### config.mk
export PLATFORM = sky130hd
export DESIGN_NAME = lsu_dmem_ctrl_flat
export DESIGN_NICKNAME = d
export VERILOG_FILES = /design/src/rtl/lsu_dmem_ctrl_if.sv /design/src/rtl/lsu_dmem_ctrl.sv /design/src/flat_wrapper.sv
export SDC_FILE = /design/constraint.sdc
export NUM_CORES = 1
export LEC_CHECK = 0
export CORE_ASPECT_RATIO = 1.5
export CORE_UTILIZATION = 30
export CTS_CLUSTER_DIAMETER = 150
export DETAILED_ROUTE_END_ITERATION = 8
export PLACE_DENSITY = 0.7
export SLEW_MARGIN = 20
export SYNTH_ARGS = -nofsm -noshare
export SYNTH_HDL_FRONTEND = slang
export SYNTH_SLANG_ARGS = --single-unit
### constraint.sdc
create_clock -name clk_i -period 2.3 [get_ports clk_i]
set_clock_uncertainty 0.05 [all_clocks]
set_input_delay 0.46 -clock clk_i [delete_from_list [all_inputs] [get_ports clk_i]]
set_output_delay 0.46 -clock clk_i [all_outputs]
set_load 0.1 [all_outputs]
### src/rtl/lsu_dmem_ctrl_if.sv
// Bundle between the MEM-stage requester, the load/store controller and the word-wide data memory.
// The requester/memory side uses the master modport; the controller uses the slave modport.
interface lsu_dmem_ctrl_if #(
  parameter int DW = 32,
  parameter int AW = 5
);
  // Handshake: a request transfers at a posedge where req_valid_i && req_ready_o.
  // The requester holds its fields stable while valid is high and the request is not yet taken.
  // Each accepted request gets exactly one single-cycle resp_valid_o pulse.
  logic          req_valid_i;
  logic          req_ready_o;
  logic          req_we_i;
  logic [1:0]    req_size_i;
  logic          req_unsigned_i;
  logic [31:0]   req_addr_i;
  logic [DW-1:0] req_wdata_i;
  logic          resp_valid_o;
  logic [DW-1:0] resp_rdata_o;
  logic          resp_err_o;
  logic [AW-1:0] Addr_o;
  logic          Read_en_o;
  logic          Write_en_o;
  logic [DW-1:0] Wr_data_o;
  logic [DW-1:0] Read_data_i;

  modport master (
    output req_valid_i, req_we_i, req_size_i, req_unsigned_i, req_addr_i, req_wdata_i,
    output Read_data_i,
    input  req_ready_o, resp_valid_o, resp_rdata_o, resp_err_o,
    input  Addr_o, Read_en_o, Write_en_o, Wr_data_o
  );

  modport slave (
    input  req_valid_i, req_we_i, req_size_i, req_unsigned_i, req_addr_i, req_wdata_i,
    input  Read_data_i,
    output req_ready_o, resp_valid_o, resp_rdata_o, resp_err_o,
    output Addr_o, Read_en_o, Write_en_o, Wr_data_o
  );
endinterface

### src/rtl/lsu_dmem_ctrl.sv
// RV32 load/store controller for a word-only memory: sub-word stores are read-modify-write,
// loads are lane-extracted and extended. One request in flight at a time.
module lsu_dmem_ctrl #(
  parameter int DW = 32,
  parameter int AW = 5
) (
  input  logic                clk_i,
  input  logic                rst_i,
  lsu_dmem_ctrl_if.slave      bus,
  output logic [1:0]          dbg_state_o
);

  typedef enum logic [1:0] {
    IDLE = 2'd0,
    RD   = 2'd1,
    WR   = 2'd2,
    RESP = 2'd3
  } state_t;

  localparam logic [1:0] SZ_B = 2'b00;
  localparam logic [1:0] SZ_H = 2'b01;
  localparam logic [1:0] SZ_W = 2'b10;

  state_t        state;
  logic          ld_we;
  logic          ld_uns;
  logic [1:0]    ld_size;
  logic [1:0]    ld_off;
  logic [15:0]   ld_wdata;

  logic          req_err;
  logic [DW-1:0] shifted;
  logic [DW-1:0] load_val;
  logic [DW-1:0] merged;

  assign dbg_state_o = state;

  always_comb begin
    req_err = 1'b0;
    if (bus.req_size_i == 2'b11) req_err = 1'b1;
    if (bus.req_size_i == SZ_H && bus.req_addr_i[0]) req_err = 1'b1;
    if (bus.req_size_i == SZ_W && bus.req_addr_i[1:0] != 2'b00) req_err = 1'b1;
    if (bus.req_addr_i[31:AW+2] != '0) req_err = 1'b1;
  end

  // Load extraction and store merge both work on the word read during RD.
  always_comb begin
    shifted = bus.Read_data_i >> {ld_off, 3'b000};
    case (ld_size)
      SZ_B:    load_val = {{(DW-8){~ld_uns & shifted[7]}}, shifted[7:0]};
      SZ_H:    load_val = {{(DW-16){~ld_uns & shifted[15]}}, shifted[15:0]};
      default: load_val = bus.Read_data_i;
    endcase
    merged = bus.Read_data_i;
    if (ld_size == SZ_B) merged[{ld_off, 3'b000} +: 8] = ld_wdata[7:0];
    else                 merged[{ld_off[1], 4'b0000} +: 16] = ld_wdata[15:0];
  end

  always_ff @(posedge clk_i or negedge rst_i) begin
    if (!rst_i) begin
      state            <= IDLE;
      bus.req_ready_o  <= 1'b1;
      bus.resp_valid_o <= 1'b0;
      bus.resp_err_o   <= 1'b0;
      bus.resp_rdata_o <= '0;
      bus.Addr_o       <= '0;
      bus.Read_en_o    <= 1'b0;
      bus.Write_en_o   <= 1'b0;
      bus.Wr_data_o    <= '0;
      ld_we            <= 1'b0;
      ld_uns           <= 1'b0;
      ld_size          <= SZ_B;
      ld_off           <= 2'b00;
      ld_wdata         <= '0;
    end else begin
      case (state)
        IDLE: begin
          if (bus.req_valid_i && bus.req_ready_o) begin
            ld_we           <= bus.req_we_i;
            ld_uns          <= bus.req_unsigned_i;
            ld_size         <= bus.req_size_i;
            ld_off          <= bus.req_addr_i[1:0];
            ld_wdata        <= bus.req_wdata_i[15:0];
            bus.req_ready_o <= 1'b0;
            if (req_err) begin
              // Rejected requests never reach the memory port.
              state            <= RESP;
              bus.resp_valid_o <= 1'b1;
              bus.resp_err_o   <= 1'b1;
              bus.resp_rdata_o <= '0;
            end else if (bus.req_we_i && bus.req_size_i == SZ_W) begin
              state          <= WR;
              bus.Addr_o     <= bus.req_addr_i[AW+1:2];
              bus.Write_en_o <= 1'b1;
              bus.Wr_data_o  <= bus.req_wdata_i;
            end else begin
              state         <= RD;
              bus.Addr_o    <= bus.req_addr_i[AW+1:2];
              bus.Read_en_o <= 1'b1;
            end
          end
        end
        RD: begin
          bus.Read_en_o <= 1'b0;
          if (ld_we) begin
            state          <= WR;
            bus.Write_en_o <= 1'b1;
            bus.Wr_data_o  <= merged;
          end else begin
            state            <= RESP;
            bus.resp_valid_o <= 1'b1;
            bus.resp_err_o   <= 1'b0;
            bus.resp_rdata_o <= load_val;
          end
        end
        WR: begin
          state            <= RESP;
          bus.Write_en_o   <= 1'b0;
          bus.resp_valid_o <= 1'b1;
          bus.resp_err_o   <= 1'b0;
          bus.resp_rdata_o <= '0;
        end
        default: begin
          state            <= IDLE;
          bus.req_ready_o  <= 1'b1;
          bus.resp_valid_o <= 1'b0;
          bus.resp_err_o   <= 1'b0;
          bus.resp_rdata_o <= '0;
        end
      endcase
    end
  end

endmodule

### src/flat_wrapper.sv
// flat-port wrapper written by rule: the top's interface ports become plain ports
module lsu_dmem_ctrl_flat 
#(
  parameter int DW = 32,
  parameter int AW = 5
)
  (clk_i, rst_i, dbg_state_o, bus_req_valid_i, bus_req_we_i, bus_req_size_i, bus_req_unsigned_i, bus_req_addr_i, bus_req_wdata_i, bus_Read_data_i, bus_req_ready_o, bus_resp_valid_o, bus_resp_rdata_o, bus_resp_err_o, bus_Addr_o, bus_Read_en_o, bus_Write_en_o, bus_Wr_data_o);
  lsu_dmem_ctrl_if #(.DW(DW), .AW(AW)) bus_i ();
  input  logic clk_i;
  input  logic rst_i;
  output logic [1:0] dbg_state_o;
  input wire logic [$bits(bus_i.req_valid_i)-1:0] bus_req_valid_i;
  input wire logic [$bits(bus_i.req_we_i)-1:0] bus_req_we_i;
  input wire logic [$bits(bus_i.req_size_i)-1:0] bus_req_size_i;
  input wire logic [$bits(bus_i.req_unsigned_i)-1:0] bus_req_unsigned_i;
  input wire logic [$bits(bus_i.req_addr_i)-1:0] bus_req_addr_i;
  input wire logic [$bits(bus_i.req_wdata_i)-1:0] bus_req_wdata_i;
  input wire logic [$bits(bus_i.Read_data_i)-1:0] bus_Read_data_i;
  output wire logic [$bits(bus_i.req_ready_o)-1:0] bus_req_ready_o;
  output wire logic [$bits(bus_i.resp_valid_o)-1:0] bus_resp_valid_o;
  output wire logic [$bits(bus_i.resp_rdata_o)-1:0] bus_resp_rdata_o;
  output wire logic [$bits(bus_i.resp_err_o)-1:0] bus_resp_err_o;
  output wire logic [$bits(bus_i.Addr_o)-1:0] bus_Addr_o;
  output wire logic [$bits(bus_i.Read_en_o)-1:0] bus_Read_en_o;
  output wire logic [$bits(bus_i.Write_en_o)-1:0] bus_Write_en_o;
  output wire logic [$bits(bus_i.Wr_data_o)-1:0] bus_Wr_data_o;
  assign bus_i.req_valid_i = bus_req_valid_i;
  assign bus_i.req_we_i = bus_req_we_i;
  assign bus_i.req_size_i = bus_req_size_i;
  assign bus_i.req_unsigned_i = bus_req_unsigned_i;
  assign bus_i.req_addr_i = bus_req_addr_i;
  assign bus_i.req_wdata_i = bus_req_wdata_i;
  assign bus_i.Read_data_i = bus_Read_data_i;
  assign bus_req_ready_o = bus_i.req_ready_o;
  assign bus_resp_valid_o = bus_i.resp_valid_o;
  assign bus_resp_rdata_o = bus_i.resp_rdata_o;
  assign bus_resp_err_o = bus_i.resp_err_o;
  assign bus_Addr_o = bus_i.Addr_o;
  assign bus_Read_en_o = bus_i.Read_en_o;
  assign bus_Write_en_o = bus_i.Write_en_o;
  assign bus_Wr_data_o = bus_i.Wr_data_o;
  lsu_dmem_ctrl #(.DW(DW), .AW(AW)) u_core (.clk_i(clk_i), .rst_i(rst_i), .bus(bus_i), .dbg_state_o(dbg_state_o));
endmodule
==> metrics.csv <==
metric,value,unit
status,"finished, final reports clean",
grt_usage,0.211,
start_util,0.307,
r2r_end,u_core.bus.Wr_data_o[6],
power_density,1710,nW/um^2
ys_seq_area_frac,0.431,
port-buffer-count,178,
cts.hold.buffers_added,0,
ios,179,
finalSetupViolCount,0,
yosys.area_share.simple,0.0714,
cts_root_buf,clkbuf_16,
grt_max_degree,57,
syn-num-nets,686,
clkSlewWorstSetupHoldPaths,0.07,ns
seqPwrFrac,0.210,
slew_headroom,0.611,
yosysWarnings,0,
finalWeightedCongestion,0.890,
finalMaxSlewViolations,0,
hold_viol_final,0,
drive_gt1_frac,0.323,
power,14.3,mW
synthAdderAreaFrac,0.0220,
rows,61,
insertedDiodeCount,0,
hp-class,input port to asynchronous set/reset pin,
dr.pass1.iters,5,
leakage,3.73,nW
synthXorXnorAreaFrac,0,
setup.worst_path.start_class,register,
setup_tns,0,ns
ys.flop_type,dfrtp_1,
grt_overflow,0,
synth_area_leaders,"dfrtp_1, o21ai_0, mux2_4",
tritoncts,done,
synth-edff-count,0,
timing_worst_setup_path_type,register to register,
synth_commonest_cells,"o21ai_0, dfrtp_1, mux2_2",
fin_crit,2.26,ns
hpwl,14800,um
critPathMaxFanout,8,
synthesis.area,5690,um^2
placed_cells,1002,
viasPerCell,5.28,
grt_pass1_wl,30800,um
numCtsBuffers,9,
antenna_found_initial,0,
swShare,0.544,
drt-initial-drc-count,372,
period_share,0.984,
clkPwrFrac,0.110,
max_freq,442,MHz
core-area,18500,um^2
cp-endpoint,u_core.bus.Wr_data_o[6],
async_reset_ff_frac,1.00,
rrSetupSlack,0.04,ns
area.growth.synth_to_final,47.1,%
reg2reg_from,u_core.dbg_state_o[0],
synth.avg_cell_area,9.94,um^2
cts-htree-levels,3,
muxShareOfSynthArea,0.174,
syn_inst,573,
rr_worst_depth,7,
required,2.48,ns
layout.cells.non_filler,1032,
die_area,19500,um^2
ant_nets,0,
cp.arrival,2.45,ns
worstMarginPinSlew,0.567,ns
drt_wl_total,20300,um
synth.most_common_cell,o21ai_0,
synth_top_cell_by_area,dfrtp_1,
fin_nets,888,
internal_power,6.54,mW
dieHeight,171,um
clk_latency,0.36,ns
p_sw,7.80,mW
synth_top_family_by_area,compound AO/OA/AOI/OAI gates,
clock_path_buffers,2,
synth.top_cell.area_share,0.426,
ys_ff_latch,98,
grt_pass1_vias,5389,
maxCapViolCount,0,
drc,0,
combPwrFrac,0.680,
cp-startpoint,u_core.dbg_state_o[0],
clock-sinks,98,
irDropWorstVdd,0.789,mV
fin_hold_ws,0.0392,ns
vias,5453,
fp.dieW,114,um
avgRoutedWirePerCell,19.7,um
synth-compound-area-share,0.249,
synth_cell_types,46,
end_kind,register,
how the worst min path moves through the flow:
stage,to,slack (ns),cells after the start,start
after global routing,u_core.bus.Wr_data_o[12],0.06,2,rst_i
after global placement,u_core.ld_wdata[9],0.43,2,u_core.ld_wdata[9]
after CTS,u_core.ld_wdata[14],0.05,2,rst_i
after detailed placement,u_core.bus.Wr_data_o[15],0.44,2,rst_i
after floorplan,u_core.bus.Addr_o[0],0.11,0,rst_i
final,u_core.bus.Wr_data_o[14],0.04,2,rst_i
metal layers:
metal  routed length [um]  track usage
met1                 7700        0.243
met2                10300        0.356
met3                 1080       0.0358
met4                 1250        0.146
met5                    0            0
layout make-up:
| cell class | count | area (um^2) |
|---|---|---|
| fill | 1764 | 10200 |
| clock buffer | 11 | 243 |
| multi-input combinational | 405 | 3060 |
| inverter | 28 | 105 |
| tap | 252 | 315 |
| clock inverter | 5 | 63.8 |
| sequential | 98 | 2460 |
| timing repair buffer | 233 | 2120 |
cells in the final DEF, fill, tap and decap left out, types with 3 or more instances in the layout:
cell type        netlist  routed
dfrtp_1               97      95
clkbuf_2               0      12
nor4_2                 2       6
o31ai_1               25      25
o21ai_0              100     100
mux2_2                38      38
dlygate4sd2_1          0       9
inv_1                 27      26
nor2_1                30      30
mux2_4                30      30
ha_1                  10       8
nor3_2                 0       3
mux2i_1                9       9
nand3b_1               4       4
buf_12                 0       8
clkinv_4               0       3
a22oi_1               16      16
a221oi_1              17      17
o221ai_1               6       6
buf_4                  0     119
clkbuf_16              0       9
clkdlybuf4s50_1        0      74
o22ai_1               18      17
clkdlybuf4s15_1        0       6
nand2_1               28      27
a21oi_1               34      33
power by group through the flow:
stage / combinational, mW / sequential [mW] / clock (mW)
final: 9.75 / 3.02 / 1.58
after global routing: 10.3 / 3.10 / 1.68
after CTS: 9.63 / 3.01 / 1.61
after detailed placement: 9.27 / 3.04 / 0
after global placement: 9.17 / 3.02 / 0
after floorplan: 3.59 / 6.31 / 0
sequential cells by signal, summed over array words and instances (netlist names), 2 cells and up:
signal	cells
u_core.bus.Wr_data_o	32
u_core.bus.resp_rdata_o	32
u_core.ld_wdata	16
u_core.bus.Addr_o	5
u_core.dbg_state_o	2
u_core.ld_off	2
u_core.ld_size	2
critical path: stages (launching register included):
cell	delay [ns]
dfrtp_4	0.51
ha_4	0.18
nor2b_4	0.12
a211o_1	0.26
o32a_4	0.44
buf_12	0.15
buf_12	0.14
mux2_4	0.29
cell families (layout without fill, tap and decap cells):
logic type | count (synthesis) | in the layout
fa+ha+maj | 10 | 10
buf+inv | 70 | 277
compound gates | 231 | 231
flops | 98 | 98
mux | 78 | 78
simple gates | 86 | 86
stage by stage:
| step | worst slack [ns] | utilization | instance area, um^2 |
|---|---|---|---|
| floorplan | -0.0851 | - | 5740 |
| global placement | -0.544 | 0.423 | 7840 |
| detailed placement | -0.558 | 0.423 | 7840 |
| CTS | 0.00892 | 0.450 | 8340 |
| global route | -0.000681 | 0.451 | 8370 |
| finish | 0.0366 | 0.451 | 8370 |
what timing repair did:
item | CTS | global route
resized for setup | 41 | 34
pin swaps | 14 | 12
setup buffers | 8 | 3
endpoints found under the setup margin | 37 | 32
gates cloned | 3 | 0
No activity file was read; power rests on OpenSTA's default activity.
